<file path="config.mk">
export PLATFORM = sky130hd
export DESIGN_NAME = wb_ctrl
export DESIGN_NICKNAME = d
export VERILOG_FILES = /design/src/rtl/wb_pkg.sv /design/src/rtl/wb_fifo.sv /design/src/rtl/wb_ctrl.sv
export SDC_FILE = /design/constraint.sdc
export NUM_CORES = 1
export LEC_CHECK = 0
export CAP_MARGIN = 15
export CORE_MARGIN = 8
export CORE_UTILIZATION = 40
export CTS_CLUSTER_DIAMETER = 100
export DETAILED_ROUTE_END_ITERATION = 8
export GPL_ROUTABILITY_DRIVEN = 0
export SETUP_SLACK_MARGIN = 0.5
export SLEW_MARGIN = 20
export SYNTH_ARGS = -nofsm -noshare
export SYNTH_HDL_FRONTEND = slang
export SYNTH_SLANG_ARGS = --single-unit
export TNS_END_PERCENT = 100
</file>
<file path="constraint.sdc">
create_clock -name Clk -period 7.65 [get_ports Clk]
set_input_delay 0.765 -clock Clk [delete_from_list [all_inputs] [get_ports Clk]]
set_output_delay 0.765 -clock Clk [all_outputs]
set_load 0.005 [all_outputs]
</file>
<file path="src/rtl/wb_pkg.sv">
// Shared types and constants for the write-back controller: default queue
// depth, the hard-wired zero register index and the queued-write entry.
package wb_pkg;

  localparam int DEPTH_DEFAULT = 4;

  localparam logic [4:0] REG_ZERO = 5'd0;

  typedef struct packed {
    logic [4:0]  rd;
    logic [31:0] d;
  } wb_entry_t;

endpackage

</file>
<file path="src/rtl/wb_fifo.sv">
// Pending-write queue: two write ports (port 0 is older than port 1), one
// read port at the head, and an age-ordered view of every slot
// (index 0 = oldest) so the controller can search for register matches.
module wb_fifo
  import wb_pkg::*;
#(
  parameter int DEPTH = DEPTH_DEFAULT
) (
  input  logic                   clk,
  input  logic                   rst,
  input  logic                   push0,
  input  wb_entry_t              din0,
  input  logic                   push1,
  input  wb_entry_t              din1,
  input  logic                   pop,
  output logic [$clog2(DEPTH):0] count,
  output wb_entry_t              age_ent [DEPTH],
  output logic [DEPTH-1:0]       age_vld
);

  localparam int AW = $clog2(DEPTH);
  localparam int CW = AW + 1;

  wb_entry_t     mem [DEPTH];
  logic [AW-1:0] wr_ptr;
  logic [AW-1:0] rd_ptr;
  logic [AW-1:0] wr_ptr_nxt1;
  logic [CW-1:0] cnt_nxt;

  // Second write slot sits just behind the first; pointers wrap by width.
  always_comb begin
    wr_ptr_nxt1 = wr_ptr + AW'(1);
    cnt_nxt     = count + CW'(push0) + CW'(push1) - CW'(pop);
  end

  // Storage: no reset, slot validity comes from the count alone.
  always_ff @(posedge clk) begin
    if (push0) mem[wr_ptr] <= din0;
    if (push1) mem[push0 ? wr_ptr_nxt1 : wr_ptr] <= din1;
  end

  // Pointer and occupancy state.
  always_ff @(posedge clk) begin
    if (rst) begin
      wr_ptr <= '0;
      rd_ptr <= '0;
      count  <= '0;
    end else begin
      wr_ptr <= wr_ptr + AW'(push0) + AW'(push1);
      rd_ptr <= rd_ptr + AW'(pop);
      count  <= cnt_nxt;
    end
  end

  // Age-ordered view: slot k is the k-th oldest entry, valid when k < count.
  always_comb begin
    for (int k = 0; k < DEPTH; k++) begin
      age_ent[k] = mem[rd_ptr + AW'(k)];
      age_vld[k] = (CW'(k) < count);
    end
  end

endmodule

</file>
<file path="src/rtl/wb_ctrl.sv">
// Write-back controller: merges load results and ALU results into one
// register-file write port through a small pending-write queue, and reports
// pending (busy) destinations plus forwarded data for two read ports.
// Forwarding is enabled by defining WB_CTRL_BYPASS_EN; without it the
// forwarding outputs are tied to zero while busy tracking stays active.
module wb_ctrl
  import wb_pkg::*;
#(
  parameter int DEPTH = DEPTH_DEFAULT
) (
  input  logic        Clk,
  input  logic        Clr,
  input  logic        Mem_valid,
  output logic        Mem_ready,
  input  logic [4:0]  Mem_rd,
  input  logic [31:0] Mem_d,
  input  logic        Alu_valid,
  output logic        Alu_ready,
  input  logic [4:0]  Alu_rd,
  input  logic [31:0] Alu_d,
  output logic [4:0]  Wr,
  output logic [31:0] D,
  output logic        We,
  input  logic [4:0]  Ra,
  input  logic [4:0]  Rb,
  output logic        Busy_a,
  output logic        Busy_b,
  output logic [31:0] Fwd_a,
  output logic [31:0] Fwd_b,
  output logic        Fwd_a_v,
  output logic        Fwd_b_v
);

  localparam int AW = $clog2(DEPTH);
  localparam int CW = AW + 1;
  localparam logic [CW-1:0] FULL_C     = CW'(DEPTH);
  localparam logic [CW-1:0] ONE_FREE_C = CW'(DEPTH - 1);

`ifdef WB_CTRL_BYPASS_EN
  localparam bit BYPASS_EN = 1'b1;
`else
  localparam bit BYPASS_EN = 1'b0;
`endif

  logic [CW-1:0]    cnt_p0;
  wb_entry_t        age_ent_p0 [DEPTH];
  logic [DEPTH-1:0] age_vld_p0;
  logic             mem_acc_p0;
  logic             alu_acc_p0;
  logic             mem_push_p0;
  logic             alu_push_p0;
  logic             pop_p0;
  wb_entry_t        mem_ent_p0;
  wb_entry_t        alu_ent_p0;

  logic             vld_p1;
  logic [4:0]       wr_p1;
  logic [31:0]      d_p1;

  logic [31:0]      fwd_d_a;
  logic [31:0]      fwd_d_b;

  // A register is pending if any queued entry or the live write targets it.
  function automatic logic pending(input logic [4:0] r);
    logic hit;
    hit = vld_p1 && (wr_p1 == r);
    for (int k = 0; k < DEPTH; k++) begin
      if (age_vld_p0[k] && (age_ent_p0[k].rd == r)) hit = 1'b1;
    end
    return hit && (r != REG_ZERO);
  endfunction

  // Youngest matching data: later (younger) queue slots override older ones,
  // and every queue slot is younger than the write currently on the port.
  function automatic logic [31:0] youngest(input logic [4:0] r);
    logic [31:0] d;
    d = '0;
    if (vld_p1 && (wr_p1 == r)) d = d_p1;
    for (int k = 0; k < DEPTH; k++) begin
      if (age_vld_p0[k] && (age_ent_p0[k].rd == r)) d = age_ent_p0[k].d;
    end
    if (r == REG_ZERO) d = '0;
    return d;
  endfunction

  // Stage p0: acceptance from the registered count, no same-cycle credit.
  // Mem is granted first; ALU only takes the last slot when Mem is idle.
  always_comb begin
    Mem_ready   = (cnt_p0 < FULL_C);
    Alu_ready   = (cnt_p0 < ONE_FREE_C) || ((cnt_p0 < FULL_C) && !Mem_valid);
    mem_acc_p0  = Mem_valid && Mem_ready;
    alu_acc_p0  = Alu_valid && Alu_ready;
    mem_push_p0 = mem_acc_p0 && (Mem_rd != REG_ZERO);
    alu_push_p0 = alu_acc_p0 && (Alu_rd != REG_ZERO);
    pop_p0      = (cnt_p0 != '0);
    mem_ent_p0  = '{rd: Mem_rd, d: Mem_d};
    alu_ent_p0  = '{rd: Alu_rd, d: Alu_d};
  end

  wb_fifo #(
    .DEPTH(DEPTH)
  ) u_fifo (
    .clk    (Clk),
    .rst    (Clr),
    .push0  (mem_push_p0),
    .din0   (mem_ent_p0),
    .push1  (alu_push_p0),
    .din1   (alu_ent_p0),
    .pop    (pop_p0),
    .count  (cnt_p0),
    .age_ent(age_ent_p0),
    .age_vld(age_vld_p0)
  );

  // Stage p1: register-file write port, loaded from the queue head; the
  // address and data hold their last value while the queue is empty.
  always_ff @(posedge Clk) begin
    if (Clr) begin
      vld_p1 <= 1'b0;
      wr_p1  <= '0;
      d_p1   <= '0;
    end else begin
      vld_p1 <= pop_p0;
      if (pop_p0) begin
        wr_p1 <= age_ent_p0[0].rd;
        d_p1  <= age_ent_p0[0].d;
      end
    end
  end

  assign We = vld_p1;
  assign Wr = wr_p1;
  assign D  = d_p1;

  // Hazard lookup for both read ports over the queue and the write port.
  always_comb begin
    Busy_a  = pending(Ra);
    Busy_b  = pending(Rb);
    fwd_d_a = youngest(Ra);
    fwd_d_b = youngest(Rb);
    Fwd_a_v = BYPASS_EN && Busy_a;
    Fwd_b_v = BYPASS_EN && Busy_b;
    Fwd_a   = BYPASS_EN ? fwd_d_a : 32'd0;
    Fwd_b   = BYPASS_EN ? fwd_d_b : 32'd0;
  end

endmodule

</file>
==> impl_metrics.py <==
metrics = {
    "status": {
        "status": "completed",
    },
    "floorplanning": {
        "row_count": 60,
        "initial_core_util_pct": 40.48,
        "core_area_um2": 26730,
        "die_h_um": 180.5,
        "die_w_um": 180.5,
        "io_pins": 196,
        "die_area_um2": 32570,
    },
    "yosys": {
        "syn-cell-area_um2": 10820,
        "yosysWarnings": 0,
        "yosys.area_share.simple_pct": 5.574,
        "async_flop_share_pct": 0,
        "synthCells": 804,
        "synth_cell_types": 54,
        "yosys.area_share.adder_pct": 1.480,
        "synth_top_flop_cell": "edfxtp_1",
        "synth_mux_area_share_pct": 27.80,
        "synth_edf_count": 148,
        "synth_top_area_cell": "edfxtp_1",
        "synth_top_family_by_area": "multiplexers",
        "syn_avg_cell_area_um2": 13.46,
        "ys_seq_area_share_pct": 49.40,
        "synth_compound_area_share_pct": 3.493,
        "synth-xor-area-share_pct": 4.452,
        "ys_seq_elements": 193,
        "synth.area.top_cells": "edfxtp_1 (41%), mux2_2 (12%), mux4_2 (9.4%), dfxtp_1 (8.3%), buf_4 (4.8%)",
        "yosysTopAreaCellShare_pct": 41.08,
    },
    "critical_path": {
        "cp_slowest_stage_delay_ps": 1050,
        "cp.required_ps": 6880,
        "path_buf_inv": 1,
        "cp_data_arrival_time_ps": 3590,
        "critical_path_class": "reg2out",
        "crit_fanout": 65,
        "end_kind": "primary output",
        "crit_chain": "mux4_2 > xor2_1 > nor4_1 > nand3_1 > and3_1 > a21oi_1 > clkdlybuf4s50_1",
        "cp_top_family": "flip-flops",
        "worstSetupStartpointType": "register",
        "cpMaxStageDelayCell": "dfxtp_4",
    },
    "timing": {
        "fin_crit_ps": 4351,
        "worst_slew_pin_slew_ps": 1046,
        "rsz0062_at_grt": "no",
        "hold_viol": 0,
        "period_share_pct": 56.88,
        "timing.fmax_mhz": 229.8,
        "drv_slew": 0,
        "setup_tns_ps": 0,
        "setup_violations": 0,
        "finClkSkew_ps": 14.05,
        "max_slew_margin_pct": 30.28,
    },
    "routing": {
        "ant_nets": 0,
        "routed-via-count": 6484,
        "drc_errors": 0,
        "wl_per_cell_um": 20.37,
        "drt_first_pass_iters": 4,
        "wirelength_mm": 25.69,
        "avgViaCountPerCell": 5.142,
        "detailedRoute.firstIterationViolations": 419,
    },
    "global_routing": {
        "grt_pass1_vias": 7014,
        "grt_antenna_before_repair": 0,
        "grt_start_max_net_pins": 66,
        "grt_first_pass_wirelength_mm": 40.30,
        "grt_usage_pct": 15.86,
        "gr-total-overflow": 0,
    },
    "power_and_ir_drop": {
        "powerDensity_nw_per_um2": 360.4,
        "power_w": 0.004569,
        "p_leak_nw": 4.421,
        "vdd_drop_max_uv": 146.9,
    },
    "cells_and_area": {
        "fillers": 2402,
        "final_cell_mix": "edfxtp_1 (148), clkdlybuf4s50_1 (128), mux2_2 (120), nand2_1 (77), conb_1 (66)",
        "seqCellArea_um2": 5353,
        "drive_above_1_share_pct": 25.76,
        "nNetsFinal": 1006,
        "final_common_cell": "edfxtp_1",
        "syn_to_final_growth_pct": 17.15,
        "multi_input_area_um2": 4926,
        "num_antenna_cells": 0,
        "postLayoutCellArea_um2": 12670,
    },
    "clocking": {
        "h-tree-depth": 4,
        "clkLatencyLatePin_ps": 440,
        "ctsHoldBuffers": 0,
        "cts_buffers": 17,
        "cts_sinks": 193,
        "cts_buffer_depth": 2,
        "cts_root_buf": "clkbuf_16",
        "ctsResizeCount": 0,
        "cts_tree": "yes",
        "path_clk_slew_ps": 70,
        "cts_setup_buffers": 0,
    },
    "flow_run": {
        "drv_cap": 0,
    },
    "placed_design": {
        "placed_area_um2": 12090,
        "port_buffers": 129,
        "hpwl_mm": 16.40,
    },
    "min_path": {
        "hold_path.class": "reg2reg",
    },
}
[worst paths after layout]
path                            slack, ps  cells past startpoint                end             start
worst max-delay path                 3300                      7             Busy_b  u_fifo.rd_ptr[1]
worst min-delay path                  450                      2              D[11]             D[11]
worst max register to register       4790                      7  u_fifo.mem[1][21]   u_fifo.count[2]
worst min register to register        450                      2              D[11]             D[11]
[logic make-up after synthesis]
| family | count (synthesis) |
|---|---|
| AOI/OAI and AO/OA | 61 |
| xor gates and xnor gates | 55 |
| adders and majority gates | 11 |
| buffers and inverters | 129 |
| DFF | 193 |
| muxes | 220 |
| other | 1 |
| and+or+nand+nor | 134 |
[Yosys cell counts, types with 2 or more instances]
cell type,count
a21o_1,2
o22ai_1,2
nor2_1,15
mux2_2,120
dfxtp_1,45
a21oi_1,40
or3_1,2
buf_1,4
mux2_1,14
nor3_1,4
mux2i_1,26
edfxtp_1,148
a31oi_1,3
xor2_1,24
fa_1,3
inv_1,8
or4_1,3
buf_2,17
ha_1,8
mux2_4,15
nand2_1,80
nor4_1,6
nor2b_1,7
and3_1,3
buf_6,10
xnor2_1,31
nand4_1,2
buf_4,69
mux4_2,45
clkbuf_1,19
nand3_1,6
[power by group]
group | internal, W | leakage (nW) | switching [W]
sequential | 0.00156 | 1.74 | 0.000247
combinational | 0.000954 | 2.40 | 0.000931
clock | 0.000436 | 0.277 | 0.000440
total | 0.00295 | 4.42 | 0.00162
[cell type report]
type	instances	area share (%)
clock buffer	18	3.386
clock inverter	14	1.175
inverter	10	0.2961
multi-input combinational	547	38.86
sequential	193	42.23
tap	341	3.366
timing repair buffer	138	10.68
[sequential cells by signal (all words and copies together), names as in the netlist]
name / cells
D: 32
u_fifo.wr_ptr: 2
Wr: 5
u_fifo.count: 3
u_fifo.mem: 148
We: 1
u_fifo.rd_ptr: 2
[stage by stage]
stage                     instances  utilization [%]  setup slack, ps  hold WS, ps
after floorplan                 869                -             4257        448.3
after global placement         1229            45.24             3731        439.3
after detailed placement       1229            45.24             3736        445.1
after CTS                      1261            47.40             3260        455.1
after global routing           1261            47.43             3048        472.1
final                          1261            47.43             3299        450.2
[tightest hold or removal path: stages (launching register included)]
cell and delay [ps]:
dfxtp_1 310, nand2_1 50, a21oi_1 50
[routing by layer]
layer	GRT usage [%]	share of wire, %	vias to the layer above
li1	-	-	3047
met1	18.79	43	3210
met2	27.85	49	204
met3	4.577	6.1	23
met4	4.034	1.4	0
met5	0	0	-
Note: power is estimated with default switching activity, not from simulation.
